===== config.mk =====
export PLATFORM = sky130hd
export DESIGN_NAME = pipe_stage_skid_flat
export DESIGN_NICKNAME = d
export VERILOG_FILES = /design/src/rtl/pipe_stage_skid_if.sv /design/src/rtl/pipe_stage_skid.sv /design/src/flat_wrapper.sv
export SDC_FILE = /design/constraint.sdc
export NUM_CORES = 1
export LEC_CHECK = 0
export CAP_MARGIN = 20
export CELL_PAD_IN_SITES_DETAIL_PLACEMENT = 1
export CELL_PAD_IN_SITES_GLOBAL_PLACEMENT = 1
export CORE_AREA = 2 2 159 161
export CTS_BUF_LIST = sky130_fd_sc_hd__clkbuf_4 sky130_fd_sc_hd__clkbuf_8
export DETAILED_ROUTE_END_ITERATION = 10
export DIE_AREA = 0 0 161 163
export PLACE_DENSITY = 0.93
export RECOVER_POWER = 100
export SLEW_MARGIN = 10
export SYNTH_ARGS = -nofsm -noshare
export SYNTH_HDL_FRONTEND = slang
export SYNTH_SLANG_ARGS = --single-unit
export TNS_END_PERCENT = 30

===== constraint.sdc =====
create_clock -name clk -period 10 [get_ports clk]
set_input_delay 2 -clock clk [delete_from_list [all_inputs] [get_ports clk]]
set_output_delay 2 -clock clk [all_outputs]
set_load 0.01 [all_outputs]

===== src/rtl/pipe_stage_skid_if.sv =====
// Valid/ready payload channel between pipeline stages.
// The master drives valid and data. The slave drives ready.
interface pipe_stage_skid_if #(
    parameter int DATA_W = 106
);
    logic              valid;
    logic              ready;
    logic [DATA_W-1:0] data;

    modport master (output valid, output data, input ready);
    modport slave  (input valid, input data, output ready);
endinterface


===== src/rtl/pipe_stage_skid.sv =====
// Pipeline stage register with an optional 2-entry skid buffer, synchronous flush,
// occupancy reporting and a saturating stall counter.
module pipe_stage_skid #(
    parameter int DATA_W  = 106,
    parameter int SKID_EN = 1,
    parameter int CNT_W   = 16
) (
    input  logic               clk,
    input  logic               rst,
    input  logic               flush_i,
    input  logic               cnt_clr_i,
    pipe_stage_skid_if.slave   in_i,
    pipe_stage_skid_if.master  out_o,
    output logic [1:0]         occ_o,
    output logic [CNT_W-1:0]   stall_cnt_o
);

    // The encoding doubles as the occupancy count.
    typedef enum logic [1:0] {
        EMPTY = 2'd0,
        ONE   = 2'd1,
        TWO   = 2'd2
    } state_t;

    state_t             state_q, state_d;
    logic [DATA_W-1:0]  main_q, main_d;
    logic [DATA_W-1:0]  skid_q, skid_d;
    logic [CNT_W-1:0]   cnt_q, cnt_d;
    logic               in_ready;
    logic               out_valid;
    logic               accept;
    logic               emit;

    assign out_valid = (state_q != EMPTY);

    // With the skid buffer, in_ready depends only on registered state.
    // That keeps out_ready off any combinational path.
    assign in_ready  = (SKID_EN != 0) ? (state_q != TWO) : (!out_valid || out_o.ready);
    assign accept    = in_i.valid && in_ready;
    assign emit      = out_valid && out_o.ready;

    assign in_i.ready   = in_ready;
    assign out_o.valid  = out_valid;
    assign out_o.data   = main_q;
    assign occ_o        = state_q;
    assign stall_cnt_o  = cnt_q;

    always_comb begin
        state_d = state_q;
        main_d  = main_q;
        skid_d  = skid_q;
        if (flush_i) begin
            state_d = EMPTY;
        end else begin
            case (state_q)
                EMPTY: begin
                    if (accept) begin
                        state_d = ONE;
                        main_d  = in_i.data;
                    end
                end
                ONE: begin
                    if (accept && emit) begin
                        main_d = in_i.data;
                    end else if (accept) begin
                        state_d = TWO;
                        skid_d  = in_i.data;
                    end else if (emit) begin
                        state_d = EMPTY;
                    end
                end
                TWO: begin
                    if (emit) begin
                        state_d = ONE;
                        main_d  = skid_q;
                    end
                end
                default: state_d = EMPTY;
            endcase
        end
    end

    // A clear beats a same-cycle increment. A flush does not affect the counter.
    always_comb begin
        cnt_d = cnt_q;
        if (cnt_clr_i) begin
            cnt_d = '0;
        end else if (out_valid && !out_o.ready && (cnt_q != {CNT_W{1'b1}})) begin
            cnt_d = cnt_q + {{(CNT_W-1){1'b0}}, 1'b1};
        end
    end

    always_ff @(posedge clk or posedge rst) begin
        if (rst) begin
            state_q <= EMPTY;
            main_q  <= '0;
            skid_q  <= '0;
            cnt_q   <= '0;
        end else begin
            state_q <= state_d;
            main_q  <= main_d;
            skid_q  <= skid_d;
            cnt_q   <= cnt_d;
        end
    end

endmodule

===== src/flat_wrapper.sv =====
// flat-port wrapper written by rule: the top's interface ports become plain ports
module pipe_stage_skid_flat 
#(
    parameter int DATA_W  = 106,
    parameter int SKID_EN = 1,
    parameter int CNT_W   = 16
)
  (clk, rst, flush_i, cnt_clr_i, occ_o, stall_cnt_o, in_i_valid, in_i_data, in_i_ready, out_o_valid, out_o_data, out_o_ready);
  pipe_stage_skid_if #(.DATA_W(DATA_W)) in_i_i ();
  pipe_stage_skid_if #(.DATA_W(DATA_W)) out_o_i ();
  input  logic clk;
  input  logic rst;
  input  logic flush_i;
  input  logic cnt_clr_i;
  output logic [1:0] occ_o;
  output logic [CNT_W-1:0] stall_cnt_o;
  input wire logic [$bits(in_i_i.valid)-1:0] in_i_valid;
  input wire logic [$bits(in_i_i.data)-1:0] in_i_data;
  output wire logic [$bits(in_i_i.ready)-1:0] in_i_ready;
  output wire logic [$bits(out_o_i.valid)-1:0] out_o_valid;
  output wire logic [$bits(out_o_i.data)-1:0] out_o_data;
  input wire logic [$bits(out_o_i.ready)-1:0] out_o_ready;
  assign in_i_i.valid = in_i_valid;
  assign in_i_i.data = in_i_data;
  assign in_i_ready = in_i_i.ready;
  assign out_o_valid = out_o_i.valid;
  assign out_o_data = out_o_i.data;
  assign out_o_i.ready = out_o_ready;
  pipe_stage_skid #(.DATA_W(DATA_W), .SKID_EN(SKID_EN), .CNT_W(CNT_W)) u_core (.clk(clk), .rst(rst), .flush_i(flush_i), .cnt_clr_i(cnt_clr_i), .in_i(in_i_i), .out_o(out_o_i), .occ_o(occ_o), .stall_cnt_o(stall_cnt_o));
endmodule

=== Word level (Yosys, flattened, before mapping) ===
Cells that the tools add are included.

* Add/sub/neg operators: 1
* Eq/ne operators: 11
* Reduce and logical (&&, ||, !) cells: 13
* Bitwise logic cells: 2
* Multiplexer cells: 13

{| class="wikitable"
|+ Operator list
! kind !! count
|-
| $mux W106 || 3
|-
| $pmux W106 S3 || 1
|-
| $mux W16 || 2
|-
| $add A16 B1 Y16 const B || 1
|-
| $ne A16 B16 Y1 const B || 1
|-
| $mux W2 || 6
|-
| $reduce_and A4 Y1 || 2
|-
| $ne A2 B1 Y1 const B || 3
|-
| $ne A3 B2 Y1 const B || 2
|-
| $pmux W2 S3 || 1
|-
| $logic_and A1 B1 Y1 || 5
|-
| $reduce_and A5 Y1 || 1
|-
| $ne A4 B2 Y1 const B || 1
|-
| $reduce_bool A2 Y1 || 2
|-
| $ne A3 B3 Y1 const B || 1
|-
| $reduce_bool A3 Y1 || 1
|-
| $eq A2 B1 Y1 const B || 1
|-
| $eq A2 B2 Y1 const B || 1
|-
| $logic_not A2 Y1 || 1
|-
| $ne A2 B2 Y1 const B || 1
|-
| $not A1 Y1 || 2
|-
| $logic_not A1 Y1 || 1
|}

* Word-level logic and storage cells: 44
* Output and inout bits: 126
* Bits in registers: 230
* Bits of input ports: 112

=== Logic depth before layout (Yosys ltp) ===
* Word-level depth: 7
* Depth in mapped cells: 6

=== Worst setup path before layout ===
OpenSTA, ideal clock, no wires.

* Kind: input -> register
* Start point: input port out_o_ready
* End point: register u_core.cnt_q[14], in the netlist u_core.stall_cnt_o[14]
* Path buffers: 1
* Stages on the path: 5
* Library setup time: 125 ps
* Arrival: 3,314 ps
* Path slack: 6,562 ps
* Data required time: 9,875 ps
* Cells stage by stage: o21bai_1 or3_1 clkbuf_1 nor4b_1 mux2_2

* Longest elaborated chain between the ends: 4

{| class="wikitable"
|+ Ends and longest elaborated chain
! element !! line !! RTL
|-
| from (decl) || flat_wrapper.sv:22 || <nowiki>input wire logic [$bits(out_o_i.ready)-1:0] out_o_ready;</nowiki>
|-
| $logic_not A1 Y1 || pipe_stage_skid.sv:88 || <nowiki>end else if (out_valid && !out_o.ready && (cnt_q != {CNT_W{1'b1}})) begin</nowiki>
|-
| $logic_and A1 B1 Y1 (2 in a row) || pipe_stage_skid.sv:88 ||
|-
| $reduce_bool A2 Y1 (no line) || -- ||
|-
| to (signal assigned) || pipe_stage_skid.sv:103 || <nowiki>cnt_q <= cnt_d;</nowiki>
|-
| to (decl) || pipe_stage_skid.sv:28 || <nowiki>logic [CNT_W-1:0] cnt_q, cnt_d;</nowiki>
|}

No other way between the ends.
A chain may end at the register's enable or synchronous reset.

=== Worst setup path in the final report ===
* Start point: input port in_i_valid
* End point: register u_core.main_q[27], in the netlist u_core.out_o.data[27]

* Longest elaborated chain between the ends: 4
* Elaborated cells between the ends (all ways): 5
* Those cells by class: eq/ne (2); reduce/logical (3)

{| class="wikitable"
|+ Ends and longest elaborated chain
! element !! line !! RTL
|-
| from (decl) || flat_wrapper.sv:17 || <nowiki>input wire logic [$bits(in_i_i.valid)-1:0] in_i_valid;</nowiki>
|-
| $logic_and A1 B1 Y1 * || pipe_stage_skid.sv:39 || <nowiki>assign accept = in_i.valid && in_ready;</nowiki>
|-
| $logic_and A1 B1 Y1 || pipe_stage_skid.sv:63 || <nowiki>if (accept && emit) begin</nowiki>
|-
| $ne A2 B1 Y1 (no line) || -- ||
|-
| $reduce_and A5 Y1 (no line) * || -- ||
|-
| to (signal assigned) || pipe_stage_skid.sv:101 || <nowiki>main_q <= main_d;</nowiki>
|-
| to (decl) || pipe_stage_skid.sv:26 || <nowiki>logic [DATA_W-1:0] main_q, main_d;</nowiki>
|}

Mark *: on every way between the ends. The rest lies on a longest branch, timed or not.

==> qor.yml <==
final_layout:
  final_design_instance_area_without_fill_um2: 13620
  finish.net_count: 1045
  final_layout_size_suffix_gt1_share_pct: 42.00
  finalCoreUtilization_pct: 55.19
  layout-area-overhead-vs-synth_pct: 34.50
  diodes: 0
place:
  numPortBuffers: 237
  placement.cell_area_um2: 12830
  dpl.hpwl_um: 17810
  gp_congestion: 0.7359
  dpl_worst_slack_ps: 4835
clock_tree:
  post_cts_hold_buffer_count: 0
  clock_tree_from_tritoncts: "built"
  numClockSinks: 230
  cts.htree.levels: 2
  cts-buffers-inserted: 41
  postCtsResizedCells: 0
  clk_path_buf_depth: 3
  cts_setup_buffers: 0
  clkLatencyLatePin_ps: 520
  cts.clk_slew.worst_paths_ps: 60
  clock-root-buffer: "sky130_fd_sc_hd__clkbuf_8"
sta:
  grt_setup_unrepaired: "no"
  finalSetupTns_ps: 0
  peak_freq_ghz: 0.1484
  final_max_slew_viol_count: 232
  layout_min_cycle_time_ps: 6738
  max_slew.worst_pin.slew_ps: 3953
  finalClockSkew_ps: 25.05
  min_period_over_period_pct: 67.38
  max_slew_margin_pct: -165.0
  setup_viol: 0
  hold_viol_final: 0
  final_critical_path_setup_slack_ps: 3262
floorplan:
  dieWidth_um: 161
  floorplan.initialDensity_pct: 41.03
  io_pins: 238
  row_count: 58
  die_area_um2: 26240
  floorplan.core_area_um2: 24670
  die_height_um: 163
yosys:
  ys_ff_latch: 230
  syn-num-nets: 797
  synth_cells: 684
  synth.cell_area_um2: 10120
  synth.yosys.seq_area_share_pct: 56.85
  synth-warning-count: 0
  postSynthAreaPerCell_um2: 14.80
  synth.lib_cells_used.distinct: 37
critical_path:
  reg2reg_to: "u_core.out_o.data[27]"
  r2r_slack_ps: 4910
  timing.rr.start: "u_core.occ_o[1]"
  critical_path_peak_fanout: 51
  cp_data_required_time_ps: 10390
  cell_count_of_the_worst_reg_to_reg_path: 6
  worst-endpoint-arrival_ps: 7130
  crit_path_start_kind: "input port"
  critPathCaptureType: "flop"
  path_class: "input port to flop"
detailed_routing:
  post-route-drc-count: 0
  antenna_left: 0
  vias_per_cell: 5.118
  firstDrtPassIters: 4
  dr.first_iter.drc_count: 242
  postRouteWirelength_um: 26540
  vias: 6613
  avgRoutedWirePerCell_um: 20.54
hold_path:
  holdCritStartpoint: "u_core.out_o.data[59]"
  min_path_type: "flop to flop"
  worstHoldPathCells: 1
  worstHoldEndpoint: "u_core.out_o.data[59]"
global_routing:
  antenna_found_initial: 0
  grt_max_degree: 89
  grt_overflow: 0
  number_of_global_route_vias_before_repair: 7595
  grt_first_pass_wirelength_um: 42200
  grt_use_total_pct: 20.30
power_and_ir_drop:
  cellPowerDensity_nw_per_um2: 198.6
  leakage_nw: 5.863
  irDropWorstVdd_mv: 0.1347
flow_run:
  cap_violations: 4
run_status:
  failed_checks: "capacitance limit, slew limit"
  run_status: "finished, violations left"
worst max-delay path: stages:
cell and delay (ps):
sky130_fd_sc_hd__dlygate4sd3_1 590, sky130_fd_sc_hd__nor2b_1 180, sky130_fd_sc_hd__and2_0 180, sky130_fd_sc_hd__o21bai_1 880, sky130_fd_sc_hd__clkbuf_1 1970, sky130_fd_sc_hd__buf_4 830, sky130_fd_sc_hd__mux2_2 420
power by group:
part	internal [mW]	total [mW]	leakage, nW	switching, mW
sequential	1.14	1.26	2.80	0.115
combinational	0.347	0.563	2.61	0.216
clock	0.498	0.881	0.456	0.383
total	1.99	2.70	5.86	0.715
worst max path at each step:
stage / slack [ps] / to / start
global placement: 4920 / u_core.out_o.data[19] / in_i_valid
finish: 3260 / u_core.out_o.data[27] / in_i_valid
CTS: 5380 / u_core.out_o.data[22] / in_i_valid
floorplan: 1700 / u_core.occ_o[0] / rst
global route: 2890 / u_core.out_o.data[29] / in_i_valid
detailed placement: 4840 / u_core.out_o.data[35] / in_i_valid
layer usage:
| metal | vias to the layer above | part of all wire (%) | GRT usage, % |
|---|---|---|---|
| li1 | 2989 | - | - |
| met1 | 3407 | 39 | 23.45 |
| met2 | 187 | 53 | 37.12 |
| met3 | 30 | 6.8 | 5.959 |
| met4 | 0 | 1.2 | 4.789 |
| met5 | - | 0 | 0 |
registers in the layout, summed over array words and instances (netlist names):
name / cells
u_core.skid_q: 106
u_core.occ_o: 2
u_core.stall_cnt_o: 16
u_core.out_o.data: 106
placed cells by master (no fill, tap or decap), types with 2 or more instances in the layout:
cell	count
sky130_fd_sc_hd__buf_4	5
sky130_fd_sc_hd__mux2_1	4
sky130_fd_sc_hd__clkbuf_8	51
sky130_fd_sc_hd__inv_1	3
sky130_fd_sc_hd__clkbuf_4	10
sky130_fd_sc_hd__clkdlybuf4s50_1	109
sky130_fd_sc_hd__or3_1	4
sky130_fd_sc_hd__mux2_2	319
sky130_fd_sc_hd__nor3_1	3
sky130_fd_sc_hd__nor4_1	4
sky130_fd_sc_hd__or4_1	7
sky130_fd_sc_hd__nand4_1	3
sky130_fd_sc_hd__a21oi_1	10
sky130_fd_sc_hd__o21ai_0	3
sky130_fd_sc_hd__nand2_1	8
sky130_fd_sc_hd__dlygate4sd3_1	128
sky130_fd_sc_hd__nor2b_1	6
sky130_fd_sc_hd__o31ai_1	5
sky130_fd_sc_hd__nand3_1	7
sky130_fd_sc_hd__o21bai_1	2
sky130_fd_sc_hd__or2_2	2
sky130_fd_sc_hd__nor2_1	11
sky130_fd_sc_hd__dfrtp_1	230
sky130_fd_sc_hd__clkinv_2	11
metrics by stage:
| stage | power (mW) | std cells | hold slack (ps) |
|---|---|---|---|
| after floorplan | 1.544 | 684 | 475.4 |
| final | 2.704 | 1292 | 493.9 |
| after global routing | 2.846 | 1292 | 509.7 |
| after global placement | 1.826 | 1219 | 481.8 |
| after CTS | 2.785 | 1292 | 503.9 |
| after detailed placement | 1.882 | 1219 | 491.0 |
cell usage after synthesis (all sizes together):
library cell / instances / area [um2]
a211oi: 1 / 7.510
a21boi: 1 / 7.510
a21oi: 10 / 50.05
a311oi: 1 / 8.760
a31oi: 1 / 6.260
and2: 1 / 6.260
buf: 22 / 102.6
clkbuf: 16 / 60.06
dfrtp: 230 / 5756
ha: 1 / 12.51
inv: 4 / 15.01
mux2: 323 / 3637
mux2i: 1 / 10.01
nand2: 8 / 30.03
nand2b: 1 / 6.260
nand3: 8 / 45.04
nand4: 3 / 18.77
nor2: 11 / 41.29
nor2b: 6 / 37.54
nor3: 3 / 15.01
nor4: 5 / 46.29
nor4b: 1 / 8.760
o21ai: 3 / 15.01
o21ba: 1 / 10.01
o21bai: 2 / 18.77
o31a: 1 / 8.760
o31ai: 5 / 37.54
or2: 2 / 12.51
or3: 4 / 25.02
or3b: 1 / 8.760
or4: 7 / 60.06
final cells by class:
type / count / area, um2
fillers: 2427 / 11060
flip-flops and latches: 230 / 5756
multi-input cells: 412 / 4180
repair buffers: 243 / 2414
clock buffers: 61 / 777.0
well taps: 330 / 412.9
clock inverters: 12 / 62.56
inverters: 4 / 16.27
cells by family after synthesis:
group	count (synthesis)	synth area share, %
adder cells (fa/ha/maj)	1	0.1236
AO/OA/AOI/OAI	26	1.681
multiplexers	324	36.02
buffers and inverters	42	1.755
flip-flops	230	56.85
AND/OR/NAND/NOR	61	3.571
No activity file was read; power rests on OpenSTA's default activity.
==> RTL edit (same flow settings) <==
`SKID_EN` is set to 1 in 2 places; all go to 0.
--- a/src/rtl/pipe_stage_skid.sv
+++ b/src/rtl/pipe_stage_skid.sv
@@ -3,5 +3,5 @@
 module pipe_stage_skid #(
     parameter int DATA_W  = 106,
-    parameter int SKID_EN = 1,
+    parameter int SKID_EN = 0,
     parameter int CNT_W   = 16
 ) (
--- a/src/flat_wrapper.sv
+++ b/src/flat_wrapper.sv
@@ -3,5 +3,5 @@
 #(
     parameter int DATA_W  = 106,
-    parameter int SKID_EN = 1,
+    parameter int SKID_EN = 0,
     parameter int CNT_W   = 16
 )
Formal check against the unedited RTL: not equivalent (Yosys sat finds a counterexample within 4 cycles, from zero or initial values and one cycle with rst high).
==> RTL edit against the original RTL <==
The flow still finishes with violations (capacitance limit, slew limit). Synthesized area decreased by 8.5%. Core utilization fell by 4.9 points. Total power fell by 13%. Die area stayed put. Sequential cell count unchanged. Worst setup slack lost 0.48 ns. Clock power up 5.6%. Routed wire length down 7.2%. Cell area down 8.9%.
==> RTL edit: results (changes against the original RTL) <==
stage	metric	value	unit	change
logic_synthesis	dominant cells by area after synthesis	dfrtp_1 (62%), nand2_1 (13%), mux2_2 (13%)		
worst_setup_path	maximum fanout encountered on the critical timing path	55		+7.8%
global_routing	met1 Use GR	0.2312		-0.003288
logic_synthesis	fraction of the mapped netlist area in adder cells	0.001351		+0.0001154
logic_synthesis	mux cell area share after synthesis	0.1323		-0.2280
logic_synthesis	number of library cell types mapped by synthesis	36		-2.7%
flow_run	Max-Cap Viols	3		-1
detailed_routing	total via count in the routed design	6502		-1.7%
clock_network	Skew-Pair Late Insertion Delay	0.52	ns	about the same
timing	Final Slew Violations	218		-6.0%
placement	Cell Area, Placed	11560	sq um	-9.9%
logic_synthesis	synthesized-area fraction occupied by ao, oa, aoi and oai cells	0.02256		+0.005758
status	status	finished, violations left		
pwr	worst ir drop on vdd	0.0001404	V	+4.2%
detailed_routing	met3 wire len	1248	um	-31%
global_routing	number of global-route vias before repair	7399		-2.6%
finish	Fillers	2648		+9.1%
detailed_routing	detailed-routed wire length on met2	12520	um	-11%
global_routing	initial antenna violation count	2		+2
detailed_routing	wire length per cell after detailed routing	17.78	um	-13%
global_routing	GRT Overall Usage	0.1903		-0.01267
logic_synthesis	post-synth net total	1001		+26%
detailed_routing	uppermost metal layer occupied by signal nets	met5		
timing	Highest Clock Rate	138.6	MHz	-6.6%
clock_network	CTS clock-pin slew for the worst setup and hold paths	0.06	ns	about the same
finish	final layout net count	1141		+9.2%
status	failing checks	capacitance limit, slew limit		
placement	dpl hpwl	16520	um	-7.2%
worst_hold_path	type of the worst min-delay path	flop to flop		
placement	final weighted congestion in routability-driven placement	0.8166		+11%
detailed_routing	violation count after the first detailed-routing iteration	314		+30%
worst_setup_path	register-to-register path setup slack	4.30	ns	-0.61 ns
pwr	P_leak	5.914	nW	+0.86%
timing	Worst Tran Pin Value	4.730	ns	+0.7775 ns
worst_setup_path	endpoint arrival time on the critical path	7.59	ns	+0.46 ns
global_routing	met3 Resource Use GR	0.04202		-0.01757
logic_synthesis	most instantiated cells after synthesis	nand2_1 (325), dfrtp_1 (230), clkbuf_1 (132)		
worst_setup_path	delay of the slowest critical-path stage	2.32	ns	+0.35 ns
global_routing	global-route wire length before repair	39790	um	-5.7%
finish	ratio of cells with drive above 1 in the final layout	0.1706		-0.2493
logic_synthesis	proportion of synthesized chip area in sequential cells	0.6215		+0.05307
detailed_routing	Metal-1 WL	10110	um	-2.3%
clock_network	CTS Buf Count	40		-2.4%
global_routing	maximum number of pins on one net before global-route repair	109		+22%
RTL edit: through the flow:
step	instances	hold WS [ns]	worst slack, ns	utilization
5_1_grt	1385	0.3860	2.326	0.5028
3_5_place_dp	1316	0.3665	4.588	0.4685
4_1_cts	1385	0.3796	4.592	0.5041
6_report	1386	0.3743	2.784	0.5029
3_3_place_gp	1316	0.3645	4.617	0.4685
2_1_floorplan	888	0.4289	1.695	-
RTL edit: worst paths after layout:
kind | end | depth (start not counted) | start
worst max register to register | u_core.out_o.data[94]$_DFFE_PP0P_ | 5 | u_core.occ_o[1]$_DFFE_PP0P_
min in group asynchronous | u_core.skid_q[81]$_DFFE_PP0P_ | 2 | rst
worst max-delay path | u_core.out_o.data[94]$_DFFE_PP0P_ | 6 | out_o_ready
worst min register to register | u_core.skid_q[103]$_DFFE_PP0P_ | 0 | u_core.skid_q[103]$_DFFE_PP0P_
max in group asynchronous | u_core.out_o.data[45]$_DFFE_PP0P_ | 3 | rst
worst min-delay path | u_core.skid_q[103]$_DFFE_PP0P_ | 0 | u_core.skid_q[103]$_DFFE_PP0P_
RTL edit: where the power goes:
| group | internal [mW] | total [mW] | switching (mW) |
|---|---|---|---|
| Clock | 0.560 | 0.930 | 0.369 |
| Sequential | 1.01 | 1.06 | 0.0467 |
| Combinational | 0.214 | 0.369 | 0.154 |
RTL edit: final cells by class:
type / instances / area share
flip-flops and latches: 230 / 0.4638
multi-input cells: 507 / 0.2357
repair buffers: 242 / 0.1939
clock buffers: 60 / 0.06100
well taps: 330 / 0.03327
clock inverters: 9 / 0.009881
inverters: 7 / 0.002218
diodes: 1 / 0.0002017
RTL edit: worst register-to-register path, stage by stage, from the launching register on:
cell and delay [ns]:
dfrtp_1 0.51, mux2i_1 0.21, o21ai_0 0.10, nand2b_1 1.82
clkbuf_1 2.35, mux2_2 0.56
